--- src/rtl/multi_mesh_controller_if.sv ---
// Handshake and configuration bundle between the frame sequencer and its datapath.
interface multi_mesh_controller_if #(
    parameter int IDX_WIDTH = 2,
    parameter int WIDTH     = 32
);
    logic                 start;
    logic                 continuous;
    logic                 clear_en;

    logic                 cfg_we;
    logic [IDX_WIDTH-1:0] cfg_idx;
    logic [WIDTH-1:0]     cfg_base;
    logic [WIDTH-1:0]     cfg_count;
    logic                 cfg_strip;
    logic                 cfg_enable;

    logic                 mvp_pipe_start;
    logic                 mvp_pipe_update_mvp;
    logic                 mvp_pipe_done;
    logic [WIDTH-1:0]     mvp_pipe_base;
    logic [WIDTH-1:0]     mvp_pipe_count;

    logic                 draw_tri_pipe_start;
    logic                 draw_tri_pipe_done;
    logic [WIDTH-1:0]     draw_tri_pipe_count;
    logic                 draw_tri_pipe_strip;

    logic                 clear_start;
    logic                 clear_done;

    logic [IDX_WIDTH-1:0] mesh_index;
    logic                 busy;
    logic                 done;
    logic [15:0]          frame_count;

    modport master (
        input  start, continuous, clear_en,
        input  cfg_we, cfg_idx, cfg_base, cfg_count, cfg_strip, cfg_enable,
        input  mvp_pipe_done, draw_tri_pipe_done, clear_done,
        output mvp_pipe_start, mvp_pipe_update_mvp, mvp_pipe_base, mvp_pipe_count,
        output draw_tri_pipe_start, draw_tri_pipe_count, draw_tri_pipe_strip,
        output clear_start, mesh_index, busy, done, frame_count
    );

    modport slave (
        output start, continuous, clear_en,
        output cfg_we, cfg_idx, cfg_base, cfg_count, cfg_strip, cfg_enable,
        output mvp_pipe_done, draw_tri_pipe_done, clear_done,
        input  mvp_pipe_start, mvp_pipe_update_mvp, mvp_pipe_base, mvp_pipe_count,
        input  draw_tri_pipe_start, draw_tri_pipe_count, draw_tri_pipe_strip,
        input  clear_start, mesh_index, busy, done, frame_count
    );
endinterface

--- src/rtl/multi_mesh_controller.sv ---
// Frame sequencer: optional clear, then transform + raster passes for each enabled mesh.
module multi_mesh_controller #(
    parameter int NUM_MESHES = 4,
    parameter int IDX_WIDTH  = 2,
    parameter int WIDTH      = 32
) (
    input  logic                   clock,
    input  logic                   reset,
    multi_mesh_controller_if.master bus
);

    localparam logic [3:0] IDLE       = 4'd0;
    localparam logic [3:0] CLEAR      = 4'd1;
    localparam logic [3:0] CLEAR_WAIT = 4'd2;
    localparam logic [3:0] SELECT     = 4'd3;
    localparam logic [3:0] MVP        = 4'd4;
    localparam logic [3:0] MVP_WAIT   = 4'd5;
    localparam logic [3:0] DRAW       = 4'd6;
    localparam logic [3:0] DRAW_WAIT  = 4'd7;
    localparam logic [3:0] NEXT       = 4'd8;
    localparam logic [3:0] FDONE      = 4'd9;

    logic [3:0]       state;
    logic [3:0]       state_nxt;

    logic [WIDTH-1:0] tbl_base   [NUM_MESHES];
    logic [WIDTH-1:0] tbl_count  [NUM_MESHES];
    logic             tbl_strip  [NUM_MESHES];
    logic             tbl_enable [NUM_MESHES];

    logic [WIDTH-1:0] sel_base;
    logic [WIDTH-1:0] sel_count;
    logic [WIDTH-1:0] sel_tri;
    logic             sel_strip;
    logic             sel_enable;
    logic             cfg_hit;
    logic             last_mesh;

    // Look up the entry at mesh_index and derive its triangle count
    always_comb begin
        sel_base   = tbl_base[bus.mesh_index];
        sel_count  = tbl_count[bus.mesh_index];
        sel_strip  = tbl_strip[bus.mesh_index];
        sel_enable = tbl_enable[bus.mesh_index];
        if (sel_strip) begin
            sel_tri = (sel_count >= WIDTH'(3)) ? sel_count - WIDTH'(2) : '0;
        end else begin
            sel_tri = sel_count / WIDTH'(3);
        end
        cfg_hit   = bus.cfg_we && (int'(bus.cfg_idx) < NUM_MESHES);
        last_mesh = (bus.mesh_index == IDX_WIDTH'(NUM_MESHES - 1));
    end

    // Mesh table: writable in any state, only sampled when a mesh is selected
    always_ff @(posedge clock) begin
        if (reset) begin
            tbl_base   <= '{default: '0};
            tbl_count  <= '{default: '0};
            tbl_strip  <= '{default: 1'b0};
            tbl_enable <= '{default: 1'b0};
        end else if (cfg_hit) begin
            tbl_base[bus.cfg_idx]   <= bus.cfg_base;
            tbl_count[bus.cfg_idx]  <= bus.cfg_count;
            tbl_strip[bus.cfg_idx]  <= bus.cfg_strip;
            tbl_enable[bus.cfg_idx] <= bus.cfg_enable;
        end
    end

    // Next-state decode; done inputs are only looked at in their own wait state
    always_comb begin
        state_nxt = state;
        case (state)
            IDLE:       if (bus.start) state_nxt = bus.clear_en ? CLEAR : SELECT;
            CLEAR:      state_nxt = CLEAR_WAIT;
            CLEAR_WAIT: if (bus.clear_done) state_nxt = SELECT;
            SELECT:     state_nxt = (!sel_enable || sel_tri == '0) ? NEXT : MVP;
            MVP:        state_nxt = MVP_WAIT;
            MVP_WAIT:   if (bus.mvp_pipe_done) state_nxt = DRAW;
            DRAW:       state_nxt = DRAW_WAIT;
            DRAW_WAIT:  if (bus.draw_tri_pipe_done) state_nxt = NEXT;
            NEXT:       state_nxt = last_mesh ? FDONE : SELECT;
            FDONE: begin
                if (bus.continuous) state_nxt = bus.clear_en ? CLEAR : SELECT;
                else                state_nxt = IDLE;
            end
            default:    state_nxt = IDLE;
        endcase
    end

    // State and registered outputs; pulses are decoded from the next state so they align with it
    always_ff @(posedge clock) begin
        if (reset) begin
            state                   <= IDLE;
            bus.busy                <= 1'b0;
            bus.clear_start         <= 1'b0;
            bus.mvp_pipe_start      <= 1'b0;
            bus.mvp_pipe_update_mvp <= 1'b0;
            bus.draw_tri_pipe_start <= 1'b0;
            bus.done                <= 1'b0;
            bus.frame_count         <= '0;
            bus.mesh_index          <= '0;
            bus.mvp_pipe_base       <= '0;
            bus.mvp_pipe_count      <= '0;
            bus.draw_tri_pipe_count <= '0;
            bus.draw_tri_pipe_strip <= 1'b0;
        end else begin
            state                   <= state_nxt;
            bus.busy                <= (state_nxt != IDLE);
            bus.clear_start         <= (state_nxt == CLEAR);
            bus.mvp_pipe_start      <= (state_nxt == MVP);
            bus.mvp_pipe_update_mvp <= (state_nxt == MVP);
            bus.draw_tri_pipe_start <= (state_nxt == DRAW);
            bus.done                <= (state_nxt == FDONE);
            if (state_nxt == FDONE) begin
                bus.frame_count <= bus.frame_count + 16'd1;
            end
            if (state_nxt == SELECT) begin
                bus.mesh_index <= (state == NEXT) ? bus.mesh_index + IDX_WIDTH'(1) : '0;
            end
            if (state == SELECT) begin
                bus.mvp_pipe_base       <= sel_base;
                bus.mvp_pipe_count      <= sel_count;
                bus.draw_tri_pipe_count <= sel_tri;
                bus.draw_tri_pipe_strip <= sel_strip;
            end
        end
    end

endmodule

--- src/flat_wrapper.sv ---
// flat-port wrapper written by rule: the top's interface ports become plain ports
module multi_mesh_controller_flat 
#(
    parameter int NUM_MESHES = 4,
    parameter int IDX_WIDTH  = 2,
    parameter int WIDTH      = 32
)
  (clock, reset, bus_start, bus_continuous, bus_clear_en, bus_cfg_we, bus_cfg_idx, bus_cfg_base, bus_cfg_count, bus_cfg_strip, bus_cfg_enable, bus_mvp_pipe_done, bus_draw_tri_pipe_done, bus_clear_done, bus_mvp_pipe_start, bus_mvp_pipe_update_mvp, bus_mvp_pipe_base, bus_mvp_pipe_count, bus_draw_tri_pipe_start, bus_draw_tri_pipe_count, bus_draw_tri_pipe_strip, bus_clear_start, bus_mesh_index, bus_busy, bus_done, bus_frame_count);
  multi_mesh_controller_if #(.IDX_WIDTH(IDX_WIDTH), .WIDTH(WIDTH)) bus_i ();
  input  logic clock;
  input  logic reset;
  input wire logic [$bits(bus_i.start)-1:0] bus_start;
  input wire logic [$bits(bus_i.continuous)-1:0] bus_continuous;
  input wire logic [$bits(bus_i.clear_en)-1:0] bus_clear_en;
  input wire logic [$bits(bus_i.cfg_we)-1:0] bus_cfg_we;
  input wire logic [$bits(bus_i.cfg_idx)-1:0] bus_cfg_idx;
  input wire logic [$bits(bus_i.cfg_base)-1:0] bus_cfg_base;
  input wire logic [$bits(bus_i.cfg_count)-1:0] bus_cfg_count;
  input wire logic [$bits(bus_i.cfg_strip)-1:0] bus_cfg_strip;
  input wire logic [$bits(bus_i.cfg_enable)-1:0] bus_cfg_enable;
  input wire logic [$bits(bus_i.mvp_pipe_done)-1:0] bus_mvp_pipe_done;
  input wire logic [$bits(bus_i.draw_tri_pipe_done)-1:0] bus_draw_tri_pipe_done;
  input wire logic [$bits(bus_i.clear_done)-1:0] bus_clear_done;
  output wire logic [$bits(bus_i.mvp_pipe_start)-1:0] bus_mvp_pipe_start;
  output wire logic [$bits(bus_i.mvp_pipe_update_mvp)-1:0] bus_mvp_pipe_update_mvp;
  output wire logic [$bits(bus_i.mvp_pipe_base)-1:0] bus_mvp_pipe_base;
  output wire logic [$bits(bus_i.mvp_pipe_count)-1:0] bus_mvp_pipe_count;
  output wire logic [$bits(bus_i.draw_tri_pipe_start)-1:0] bus_draw_tri_pipe_start;
  output wire logic [$bits(bus_i.draw_tri_pipe_count)-1:0] bus_draw_tri_pipe_count;
  output wire logic [$bits(bus_i.draw_tri_pipe_strip)-1:0] bus_draw_tri_pipe_strip;
  output wire logic [$bits(bus_i.clear_start)-1:0] bus_clear_start;
  output wire logic [$bits(bus_i.mesh_index)-1:0] bus_mesh_index;
  output wire logic [$bits(bus_i.busy)-1:0] bus_busy;
  output wire logic [$bits(bus_i.done)-1:0] bus_done;
  output wire logic [$bits(bus_i.frame_count)-1:0] bus_frame_count;
  assign bus_i.start = bus_start;
  assign bus_i.continuous = bus_continuous;
  assign bus_i.clear_en = bus_clear_en;
  assign bus_i.cfg_we = bus_cfg_we;
  assign bus_i.cfg_idx = bus_cfg_idx;
  assign bus_i.cfg_base = bus_cfg_base;
  assign bus_i.cfg_count = bus_cfg_count;
  assign bus_i.cfg_strip = bus_cfg_strip;
  assign bus_i.cfg_enable = bus_cfg_enable;
  assign bus_i.mvp_pipe_done = bus_mvp_pipe_done;
  assign bus_i.draw_tri_pipe_done = bus_draw_tri_pipe_done;
  assign bus_i.clear_done = bus_clear_done;
  assign bus_mvp_pipe_start = bus_i.mvp_pipe_start;
  assign bus_mvp_pipe_update_mvp = bus_i.mvp_pipe_update_mvp;
  assign bus_mvp_pipe_base = bus_i.mvp_pipe_base;
  assign bus_mvp_pipe_count = bus_i.mvp_pipe_count;
  assign bus_draw_tri_pipe_start = bus_i.draw_tri_pipe_start;
  assign bus_draw_tri_pipe_count = bus_i.draw_tri_pipe_count;
  assign bus_draw_tri_pipe_strip = bus_i.draw_tri_pipe_strip;
  assign bus_clear_start = bus_i.clear_start;
  assign bus_mesh_index = bus_i.mesh_index;
  assign bus_busy = bus_i.busy;
  assign bus_done = bus_i.done;
  assign bus_frame_count = bus_i.frame_count;
  multi_mesh_controller #(.NUM_MESHES(NUM_MESHES), .IDX_WIDTH(IDX_WIDTH), .WIDTH(WIDTH)) u_core (.clock(clock), .reset(reset), .bus(bus_i));
endmodule
--- config.mk ---
export PLATFORM = sky130hd
export DESIGN_NAME = multi_mesh_controller_flat
export DESIGN_NICKNAME = d
export VERILOG_FILES = /design/src/rtl/multi_mesh_controller_if.sv /design/src/rtl/multi_mesh_controller.sv /design/src/flat_wrapper.sv
export SDC_FILE = /design/constraint.sdc
export NUM_CORES = 1
export LEC_CHECK = 0
export ABC_AREA = 0
export ABC_CLOCK_PERIOD_IN_PS = 8700
export CAP_MARGIN = 20
export CELL_PAD_IN_SITES_DETAIL_PLACEMENT = 1
export CELL_PAD_IN_SITES_GLOBAL_PLACEMENT = 1
export CORE_MARGIN = 2
export CORE_UTILIZATION = 39
export CTS_CLUSTER_DIAMETER = 120
export CTS_CLUSTER_SIZE = 25
export DETAILED_ROUTE_END_ITERATION = 10
export GPL_ROUTABILITY_DRIVEN = 0
export HOLD_SLACK_MARGIN = 0.15
export PLACE_DENSITY = 0.84
export SLEW_MARGIN = 25
export SYNTH_ARGS = -nofsm -noshare
export SYNTH_HDL_FRONTEND = slang
export SYNTH_SLANG_ARGS = --single-unit
--- constraint.sdc ---
create_clock -name clock -period 8.7 [get_ports clock]
set_input_delay 0.87 -clock clock [delete_from_list [all_inputs] [get_ports clock]]
set_output_delay 0.87 -clock clock [all_outputs]
set_load 0.05 [all_outputs]
; ---- Yosys cells after proc, flatten, opt, wreduce, memory -nomap -nowiden
; Cells that the tools add are included.
[totals]
ff_bits = 388
latchBits = 0
ram_bits = 0
mem_bits_ro = 0
input_bits = 77
output_inout_bits = 121
wordCells = 91
mem_count = 0
[op_classes]
n_addsub = 3
n_mul = 0
n_div = 1
order_cmp = 4
n_eq_ne = 15
shift = 0
mux = 32
n_bitwise = 2
reduce_logical = 6
[op_table]
columns = operator, count
row1 = bitwise mux 128 bit, 2
row2 = two-way mux 32 bit, 7
row3 = binary-select mux 32 bit (select 2 bit), 2
row4 = demux 32 bit (select 2 bit), 1
row5 = case mux 4 bit (10 select lines), 1
row6 = divider 32 x 2 -> 32 bit (second input constant), 1
row7 = greater-or-equal comparator 32 x 2 -> 1 bit (second input constant), 1
row8 = zero test 32 bit, 1
row9 = subtractor 32 x 2 -> 32 bit (second input constant), 1
row10 = two-way mux 4 bit, 7
row11 = == test 4 x 3 -> 1 bit (second input constant), 6
row12 = adder 16 x 1 -> 16 bit (second input constant), 1
row13 = == test 4 x 2 -> 1 bit (second input constant), 3
row14 = == test 4 bit (second input constant), 3
row15 = bitwise mux 4 bit, 2
row16 = == test 4 x 1 -> 1 bit (second input constant), 2
row17 = greater-or-equal comparator 3 bit (second input constant), 2
row18 = inverter 2 -> 3 bit, 2
row19 = two-way mux 1 bit, 5
row20 = binary-select mux 1 bit (select 2 bit), 2
row21 = zero test 4 bit, 1
row22 = two-way mux 2 bit, 2
row23 = nonzero test 4 bit, 1
row24 = < comparator 3 x 1 -> 1 bit (second input constant), 1
row25 = other kinds (6), 6

; ---- Depth between registers and ports, before layout
; Gate-level depths: netlist (run 1).
[depth]
word_depth = 12
mapped_depth = 42
depth_no_buf = 31

; ---- Worst setup path after synthesis (run 1)
; No wires, ideal clock.
[synth_timing]
kind = register -> register
startpoint = register u_core.bus.mesh_index[0]
endpoint = register u_core.state[3]
setup_time_ns = 0.125
t_arrival_ns = 7.868
required_time_ns = 8.575
setup_slack_ns = 0.707
path_stages_with_launch = 37
path_buffers = 5
path_cell_list = dfxtp_1 > buf_6 > mux4_2 > buf_6 > and3b_4 > or3_1 > a32o_2 > or2_0 > buf_2 > a311o_1 > nand4_1 > a22oi_1 > a221oi_2 > o221ai_2 > or4_1 > o311a_2 > a21oi_4 > o21ai_1 > a311o_1 > a21o_1 > buf_6 > a22oi_1 > o2111ai_2 > nand2_1 > clkbuf_1 > and4_1 > o22ai_1 > o211ai_1 > ha_1 > inv_1 > and3_1 > o2111ai_1 > mux2i_1 > a211o_1 > a31oi_2 > o21ai_1 > o2bb2ai_1
[synth_via]
elab_chain_cells = 11
word_cells_on_any_way = 22
[synth_lines]
columns = item, line_no
row1 = from (decl), multi_mesh_controller_if.sv:42  ; output clear_start, mesh_index, busy, done, frame_count
row2 = from (signal assigned), multi_mesh_controller.sv:118  ; bus.mesh_index <= (state == NEXT) ? bus.mesh_index + IDX_WIDTH'(1) : '0;
row3 = "parallel branches: the longest is 10 deep, another holds divider 32 x 2 -> 32 bit", -
row4 = case mux 4 bit (10 select lines) *, multi_mesh_controller.sv:72  ; case (state)
row5 = to (signal assigned), multi_mesh_controller.sv:107  ; state <= state_nxt;
row6 = to (decl), multi_mesh_controller.sv:23  ; logic [3:0] state;
; Every way passes the cells marked *. The select of a mux whose other input is x is not followed.
; A chain may end at the register's enable or synchronous reset.

; ---- Worst setup path in the final report (run 1)
[layout_timing]
startpoint = register u_core.bus.mesh_index[0]
endpoint = register u_core.bus.draw_tri_pipe_start
[layout_via]
elab_chain_cells = 12
word_cells_on_any_way = 23
[layout_lines]
columns = item, line_no
row1 = "parallel branches: the longest is 10 deep, another holds divider 32 x 2 -> 32 bit", -
row2 = case mux 4 bit (10 select lines) *, multi_mesh_controller.sv:72
row3 = == test 4 x 3 -> 1 bit *, multi_mesh_controller.sv:112  ; bus.draw_tri_pipe_start <= (state_nxt == DRAW);
row4 = to (signal assigned), multi_mesh_controller.sv:112
row5 = to (decl), multi_mesh_controller_if.sv:41  ; output draw_tri_pipe_start, draw_tri_pipe_count, draw_tri_pipe_strip,
; Marks and branches as above.

==> impl_results.md, run 1 <==
- Outcome: completed
- CTS root buf: clkbuf_16
- Slew Limit Fails: 0
- YS warnings: 0
- Async S/R FF share, synth: 0%
- Final WS setup: roughly 0.28 ns
- Top cells by area, synth: dfxtp_1 (40%), nand2_1 (15%), a21oi_1 (10%)
- Cell taking the most area after synthesis: dfxtp_1
- Post-route ant nets: 0
- Via density: roughly 5.8
- Largest net degree at the start of global routing: ~240
- Top cell type's share of synthesized area: between 30% and 40%
- Post-Syn Instances: around 2500
- Bufs on Longest Clock Path: 3
- Top FF cell, synth: dfxtp_1
- Cell internal pwr: ~2.6 mW
- Iter 0 DRT Violations: roughly 1200
- Crit path DAT: slightly below 9 ns
- Post-synthesis sequential area ratio: around two fifths
- Syn_area_per_cell: between 7 and 8 um2
- Die H: approximately 230 um
- Final HPWL DP: 43870 um
- Area Overhead vs Synth: 17.18%
- Crit path buf inv count: 3
- Comb power frac: 23.8%
- First-pass GRT wire length: approximately 110000 um
- Hold buffer count at CTS: 0
- DP Worst Slack: -0.3749 ns
- Clock power share: 26.9%
- Switching power: approximately 1.2 mW
- Commonest non-fill, non-tap cell in the layout: nand2_1
- WP data required: between 9 and 10 ns
- Top cell family by delay on the critical path: compound AO/OA/AOI/OAI gates
- Cell Rows: just over 80
- Die Width: 227.3 um
- CP max stage delay: approximately 0.58 ns
- Fraction of layout cells with a size suffix above 1: 9.136%
- MaxCap Viol Count: 0
- Clock sink count: 388
- Worst Setup Start Kind: flop
- Seq cells post-synth: around 390
- Hold wc startpoint: u_core.tbl_count[37]
- Via count: ~19000
- Switch share: a little under a third
- Clock skew: approximately 0.02 ns
- Sum Neg Setup Slack: 0 ns
- Power density of the placed cells: around 170 nW/um2
- Area occupied by multi-input gates: 11060 um2
- Worst hold path stage count: 2
- Drc violations: 0
- Max stage delay cell, worst path: mux4_2
- Synth Net Count: around 2600
- Worst slew pin tran: 1.155 ns
- Reg2reg setup slack: roughly 0.28 ns
- Endpoints failing hold: 0
- Post-synth EDFFs: 0
- Crit Path Max Fanout: 13
- Slew headroom: 22.98%
- Nets@finish: 2684
- Area of the core: 49050 um2
- Minimum clock period: roughly 8.4 ns
- Peak VDD IR: approximately 0.13 mV
- Reg-to-reg startpoint: u_core.bus.mesh_index[0]
- CTS clk-pin slew, worst paths: 0.11 ns
- Critical path class: flop to flop
- Clock Latency Late Sink: ~0.57 ns
- Register Area: 7775 um2
- CTS H-tree lvls: 1
- Flop pwr share: around half
- CTS Buf Count: 19
- Wire length reported by the detailed router: 68830 um
- Initial antenna violation count: 6
- Hold Path Class: flop to flop
- Number of global-route vias before repair: roughly 20000
- Worst Hold End: u_core.tbl_count[37]
- Final setup fails: 0
- Final period util: between 90% and 100%
- Total gr overflow: 0
- Die ar.: approximately 52000 um2
- Crit. End Element: flop
- Leak: between 7 and 8 nW
- CTS tree: yes
- Commonest non-fill, non-tap cells in the layout: nand2_1 (780), a21oi_1 (395), dfxtp_1 (386)
- I/O pin count: between 150 and 200
- FF-to-FF path depth: 32
- Fmax: approximately 0.12 GHz
- Global Route Usage Sum: roughly a quarter
- Mapped Area: 19450 um2
- Worst reg2reg endpoint: u_core.bus.draw_tri_pipe_start
- Avg WL per Cell: roughly 21 um
- Initial Utilization: about two fifths
- IO buf count: roughly 200
- 1st-pass router iterations: 5
- Yosys cell types: 95
- # fillers: between 5000 and 6000
## kinds of logic (layout without fill, tap and decap cells)
group                    Yosys count  in the layout  synth area share [%]
AO/OA/AOI/OAI                    671            671                 21.08
XOR/XNOR                          40             40                 1.801
adder cells (fa/ha/maj)            9              9                0.5404
buffers and inverters            227            310                 4.780
flip-flops                       388            388                 39.94
multiplexers                      96             99                 8.641
other                              0              1                     0
AND/OR/NAND/NOR                 1088           1088                 23.21
## flip-flops by register name (all words and copies together), names as in the netlist, 2 cells and up
name and cells:
u_core.bus.mvp_pipe_count 32, u_core.state 4, u_core.bus.draw_tri_pipe_count 32, u_core.bus.mvp_pipe_base 32, u_core.tbl_count 128, u_core.tbl_base 128
u_core.bus.mesh_index 2, u_core.tbl_strip 4, u_core.bus.frame_count 16, u_core.tbl_enable 4
## power groups by stage
stage	clock, mW	sequential [mW]	combinational [mW]
after global routing	1.10	1.86	0.973
after floorplan	0	1.92	0.547
final	1.01	1.86	0.898
after global placement	0	1.89	0.775
after CTS	1.04	1.86	0.820
after detailed placement	0	1.90	0.809
## tightest hold or removal path, cell delays in order (launching register included)
cell	delay, ns
dfxtp_1	0.32
nand2_1	0.05
a21oi_1	0.05
## metal layers
metal  track usage [%]  routed length, um  up-vias
li1                  -                  -     8883
met1             32.12              28900     9571
met2             45.20              33870      532
met3             5.434               4543      119
met4             6.473               1452       10
met5                 0                 61        -
## final cells by class
| class | instances | area share (%) |
|---|---|---|
| clock inverters | 2 | 0.08784 |
| inverters | 23 | 0.3788 |
| diodes | 1 | 0.01098 |
| clock buffers | 23 | 2.196 |
| multi-input cells | 1907 | 48.53 |
| well taps | 664 | 3.646 |
| flip-flops and latches | 388 | 34.12 |
| repair buffers | 262 | 11.03 |
## stage by stage
| step | utilization, % | instances | area, um2 | total power, mW | hold WS, ns |
|---|---|---|---|---|---|
| finish | 46.46 | 3270 | 22790 | 3.769 | 0.4576 |
| global route | 46.46 | 3270 | 22790 | 3.933 | 0.4794 |
| CTS | 45.67 | 3247 | 22400 | 3.717 | 0.4600 |
| detailed placement | 44.32 | 3212 | 21740 | 2.707 | 0.4456 |
| global placement | 44.32 | 3212 | 21740 | 2.669 | 0.4384 |
| floorplan | - | 2519 | 19450 | 2.470 | 0.4329 |
## what timing repair did
action	4_1_cts	5_1_grt
setup buffers	8	20
gates resized for setup	10	37
gates cloned	2	1
setup endpoints to repair	5	6
pin swaps	0	12
## how the worst max path moves through the flow
stage | to | slack [ns] | cells after the start | start
floorplan | u_core.state[3] | 0.71 | 36 | u_core.bus.mesh_index[0]
detailed placement | u_core.bus.draw_tri_pipe_start | -0.37 | 32 | u_core.bus.mesh_index[0]
CTS | u_core.bus.draw_tri_pipe_start | 0.02 | 34 | u_core.bus.mesh_index[0]
finish | u_core.bus.draw_tri_pipe_start | 0.28 | 32 | u_core.bus.mesh_index[0]
global placement | u_core.state[2] | 0.14 | 33 | u_core.bus.mesh_index[0]
global route | u_core.state[2] | -0.07 | 33 | u_core.bus.mesh_index[0]
## synth_stat cells (15+ instances only)
master and number:
nand2_1 784, a21oi_1 397, dfxtp_1 388, clkbuf_1 161, nor2_1 129, o21ai_0 63
mux4_2 56, nand3_1 34, a211oi_1 30, nor3_1 29, mux2i_1 25, xnor2_1 23
inv_1 22, buf_1 21, o22ai_1 20, xor2_1 17, nand4_1 16, mux2_2 15
Power figures use the tool's default switching activity.
==> run 2, diff against run 1 <==
Settings changed: GPL_ROUTABILITY_DRIVEN 0 to default.
==> run 2 against run 1 <==
Effect of this change:
- via count down 0.84%
- core utilization hardly changed
- non-clock buffer count grew 12
- setup slack improved by 0.036 ns
- clock-buffer cell count unchanged
- worst hold slack improved by 0.0011 ns
- critical path type unchanged
==> impl_results.md, run 2 (synthesis gave the netlist of run 1 again) <==
- Final HPWL DP: 45280 um
- Peak VDD IR: approximately 0.16 mV
- Slew Limit Fails: 0
- Biggest regs: u_core.tbl_base (128), u_core.tbl_count (128)
- Post-route ant nets: 0
- Critical path class: flop to flop
- Met1 Usage GRT: about 34%
- Area Overhead vs Synth: 17.30%
- Via count: 18954
- Worst slew pin tran: just over 1 ns
- CTS Buf Count: 19
- Worst Setup Start Kind: flop
- WP data required: between 9 and 10 ns
- Max stage delay cell, worst path: mux4_2
- Via density: just under 6
- Flop pwr share: about half
- Die Width: 227.3 um
- I/O pin count: 198
- DP Worst Slack: between 0.09 and 0.1 ns
- Avg WL per Cell: ~21 um
- Largest net degree at the start of global routing: approximately 150
- Total gr overflow: 0
- Nets@finish: approximately 2700
- Leak: roughly 7.6 nW
- Endpoints failing hold: 0
- IO buf count: ~200
- Outcome: completed
- CTS clk-pin slew, worst paths: about 0.11 ns
- Sum Neg Setup Slack: 0 ns
- CTS root buf: clkbuf_16
- Hold Path Class: flop to flop
- CP max stage delay: around 0.61 ns
- Drc violations: 0
- Fmax: 0.1193 GHz
- Power density of the placed cells: about 160 nW/um2
- Switch share: 31.81%
- Bufs on Longest Clock Path: 3
- Die ar.: between 50000 and 60000 um2
- MaxCap Viol Count: 0
- Cell Rows: 81
- Wire length reported by the detailed router: between 60000 and 70000 um
- CTS H-tree lvls: 1
- Crit. End Element: flop
- Number of global-route vias before repair: around 20000
- Commonest non-fill, non-tap cell in the layout: nand2_1
- Initial antenna violation count: 7
- Crit path DAT: roughly 9 ns
- Slew headroom: 30.96%
- Grt peak-use layer: met2
- Fraction of layout cells with a size suffix above 1: 9.365%
- Global Route Usage Sum: between 20% and 30%
- Grt met3 use: ~4.4%
- Placer Congestion: between 0.9 and 1
- Switching power: 1.195 mW
- Minimum clock period: 8.381 ns
- Final period util: a little over nine tenths
- Crit Path Max Fanout: 12
- Comb power frac: 23.6%
- Commonest non-fill, non-tap cells in the layout: nand2_1 (782), a21oi_1 (396), dfxtp_1 (386)
- Clock sink count: 388
- Initial Utilization: about two fifths
- First-pass GRT wire length: 107500 um
- Final WS setup: between 0.3 and 0.4 ns
- Clock power share: a little over a quarter
- Die H: about 230 um
- Met2 GRT Util: about 45%
- 1st-pass router iterations: 5
- Area of the core: slightly below 50000 um2
- Clock skew: around 0.024 ns
- Final setup fails: 0
- # fillers: 6021
- Clock Latency Late Sink: between 0.5 and 0.6 ns
- CTS tree: yes
- Iter 0 DRT Violations: about 1100
- Cell internal pwr: between 2 and 3 mW
==> run 2: worst paths after layout <==
| path | depth (start not counted) | slack (ns) | from | end |
|---|---|---|---|---|
| worst max-delay path | 33 | 0.32 | u_core.bus.mesh_index[0] | u_core.state[2] |
| worst min-delay path | 2 | 0.46 | u_core.tbl_base[42] | u_core.tbl_base[42] |
| worst max register to register | 33 | 0.32 | u_core.bus.mesh_index[0] | u_core.state[2] |
| worst min register to register | 2 | 0.46 | u_core.tbl_base[42] | u_core.tbl_base[42] |
==> run 2: what timing repair did <==
item / 4_1_cts / 5_1_grt
buffers inserted: 0 / 22
hold buffers: 0 / 0
endpoints found under the setup margin: 0 / 6
resized for setup: 0 / 41
==> run 2: critical path, delay by kind of cell (launching register included) <==
kind / cells / cell delay [ns]
buf+inv: 4 / 0.67
simple gates: 9 / 1.62
mux: 3 / 0.99
compound gates: 16 / 4.28
flops: 1 / 0.43
fa+ha+maj: 1 / 0.28
==> run 2: power by group through the flow <==
| stage | Sequential (mW) | Clock, mW | Combinational [mW] |
|---|---|---|---|
| 2_1_floorplan | 1.92 | 0 | 0.547 |
| 4_1_cts | 1.86 | 1.04 | 0.837 |
| 5_1_grt | 1.86 | 1.10 | 0.963 |
| 3_3_place_gp | 1.89 | 0 | 0.811 |
| 3_5_place_dp | 1.90 | 0 | 0.833 |
| 6_report | 1.86 | 1.01 | 0.885 |
==> run 2: layout make-up <==
type / count / area [um2] / share of cell area, %
antenna: 2 / 5.005 / 0.02194
multi-input combinational: 1906 / 11010 / 48.26
clock buffer: 23 / 490.5 / 2.150
sequential: 388 / 7775 / 34.08
inverter: 23 / 86.33 / 0.3785
clock inverter: 2 / 20.02 / 0.08776
tap: 664 / 830.8 / 3.642
timing repair buffer: 274 / 2595 / 11.38
==> run 2: through the flow <==
stage	hold WS [ns]	cell area (um2)	power (mW)	std cells	utilization (%)
after floorplan	0.4329	19450	2.470	2519	-
after global placement	0.4383	21850	2.704	3229	44.55
after detailed placement	0.4458	21870	2.731	3230	44.59
after CTS	0.4606	22390	3.736	3255	45.64
after global routing	0.4785	22810	3.928	3282	46.51
final	0.4587	22810	3.757	3282	46.51
==> run 2: layer usage <==
layer / wire length [um] / up-vias / share of wire, %
met3: 3696 / 100 / 5.4
met4: 1755 / 10 / 2.5
li1: - / 8896 / -
met5: 66 / - / 0.096
met1: 30330 / 9521 / 44
met2: 33230 / 427 / 48
==> edit, RTL diff (flow settings as in run 2) <==
`IDX_WIDTH` is set to 2 in 3 places; all go to 4.
--- a/src/rtl/multi_mesh_controller_if.sv
+++ b/src/rtl/multi_mesh_controller_if.sv
@@ -1,6 +1,6 @@
 // Handshake and configuration bundle between the frame sequencer and its datapath.
 interface multi_mesh_controller_if #(
-    parameter int IDX_WIDTH = 2,
+    parameter int IDX_WIDTH = 4,
     parameter int WIDTH     = 32
 );
     logic                 start;
--- a/src/rtl/multi_mesh_controller.sv
+++ b/src/rtl/multi_mesh_controller.sv
@@ -1,7 +1,7 @@
 // Frame sequencer: optional clear, then transform + raster passes for each enabled mesh.
 module multi_mesh_controller #(
     parameter int NUM_MESHES = 4,
-    parameter int IDX_WIDTH  = 2,
+    parameter int IDX_WIDTH  = 4,
     parameter int WIDTH      = 32
 ) (
     input  logic                   clock,
--- a/src/flat_wrapper.sv
+++ b/src/flat_wrapper.sv
@@ -2,7 +2,7 @@
 module multi_mesh_controller_flat 
 #(
     parameter int NUM_MESHES = 4,
-    parameter int IDX_WIDTH  = 2,
+    parameter int IDX_WIDTH  = 4,
     parameter int WIDTH      = 32
 )
   (clock, reset, bus_start, bus_continuous, bus_clear_en, bus_cfg_we, bus_cfg_idx, bus_cfg_base, bus_cfg_count, bus_cfg_strip, bus_cfg_enable, bus_mvp_pipe_done, bus_draw_tri_pipe_done, bus_clear_done, bus_mvp_pipe_start, bus_mvp_pipe_update_mvp, bus_mvp_pipe_base, bus_mvp_pipe_count, bus_draw_tri_pipe_start, bus_draw_tri_pipe_count, bus_draw_tri_pipe_strip, bus_clear_start, bus_mesh_index, bus_busy, bus_done, bus_frame_count);
Interface: changed (resized bus_cfg_idx and bus_mesh_index); port bits go from 198 to 202. The function was not compared with the original's and may differ.
==> edit against run 2 <==
  * The flow now finishes with violations (setup timing)
  * Total power fell by 4.4%
  * Hold slack barely moved
  * Cell area rose by 10%
  * Sequential cell count rose by 2
  * Global-route usage rose by 0.82 points
  * Area after synthesis rose by 3.1%
  * Wire length rose by 7.6%
  * Worst setup slack got worse by 0.73 ns
  * Critical path type unchanged
  * Largest power group unchanged
==> edit: results <==
[outcome]
status = "complete, but fails checks"
violations = "setup timing"

[floorplan]
die_area_sq_um = 53200

[power_and_ir_drop]
p_comb_uw = 756
leakage_uw = 0.00845
ir_drop_mv = 0.108
p_seq_uw = 1830
power.switching_uw = 1050
seq_power_share = 0.508

[synthesis]
synth-seq-area-share = 0.389
synth_compound_gate_area_share = 0.206
synthMuxAreaShare = 0.0884
synth_nets = 2732
ys_seq_elements = 390
synth_common_cells = "797 x nand2_1, 410 x a21oi_1, 390 x dfxtp_1, 173 x clkbuf_1, 147 x nor2_1"
synth-adder-area-share = 0.00424
netlist-cell-type-count = 93
syn_avg_cell_area_sq_um = 7.57
synthTopCellsByArea = "dfxtp_1 39%, nand2_1 15%, a21oi_1 10%, mux4_2 5.8%, clkbuf_1 3.2%"

[detailed_routing]
wl_met2_microns = 36500
vias = 20623
drt_iter0_markers = 1269
m1WireLength_microns = 32400
avgRoutedWirePerCell_microns = 20.8
dr_wl_met3_microns = 3630

[grt]
track_usage = 0.268
use_met2 = 0.464
grtUsageMet1 = 0.351
grt_max_degree = 158
antenna_found_initial = 6
grt_use_met3 = 0.0395
grt_first_pass_wirelength_microns = 117000
grt_pass1_vias = 21304

[finish]
nFillCells = 6269
final_cells = 3574
n_all_buffers = 435
inverters = 18
drive_gt1_frac = 0.157
seq_area_sq_um = 7820
layout.nets = 2974
seq_area_frac = 0.311
multi_input_area_sq_um = 12000
multi_input_gates = 2025
n_clock_buffer = 22
non_clock_buffer_area_share = 0.153

[setup_path]
crit_path_max_incr_delay_ns = 0.59
cp_max_fo = 8
cp.arrival_ns = 9.58

[timing]
setup_viol = 6
setup_ws_ns = -0.412
final.setup.tns_ns = -2.02
worst_pin_slew_ns = 1.02
finalClockSkew_ns = 0.0252

[place]
dp_cells = 3489
gp_congestion = 0.891
dp_slack_ns = -0.719
dpl.hpwl_microns = 49000
port-buffer-count = 201

[clock_network]
cts_resized = 64
cts_setup_buffers = 27
## edit: cell types whose count changed in the layout (fill, tap and decap cells not counted), moves of 10 or more
cell	change
buf_6	+14
nor3_1	+10
nor2_1	+18
buf_4	+142
a21oi_1	+11
o22ai_1	-11
nand2_1	+11
a31oi_1	+10
## edit: final timing paths
path / endpoint / startpoint / slack, ns / depth (start not counted)
hold / removal: u_core.tbl_base[103]$_SDFFE_PP0P_ / u_core.tbl_base[103]$_SDFFE_PP0P_ / 0.46 / 2
setup reg to reg: u_core.state[2]$_SDFF_PP0_ / u_core.bus.mesh_index[0]$_SDFFE_PP0N_ / -0.41 / 38
setup / recovery: u_core.state[2]$_SDFF_PP0_ / u_core.bus.mesh_index[0]$_SDFFE_PP0N_ / -0.41 / 38
hold reg to reg: u_core.tbl_base[103]$_SDFFE_PP0P_ / u_core.tbl_base[103]$_SDFFE_PP0P_ / 0.46 / 2
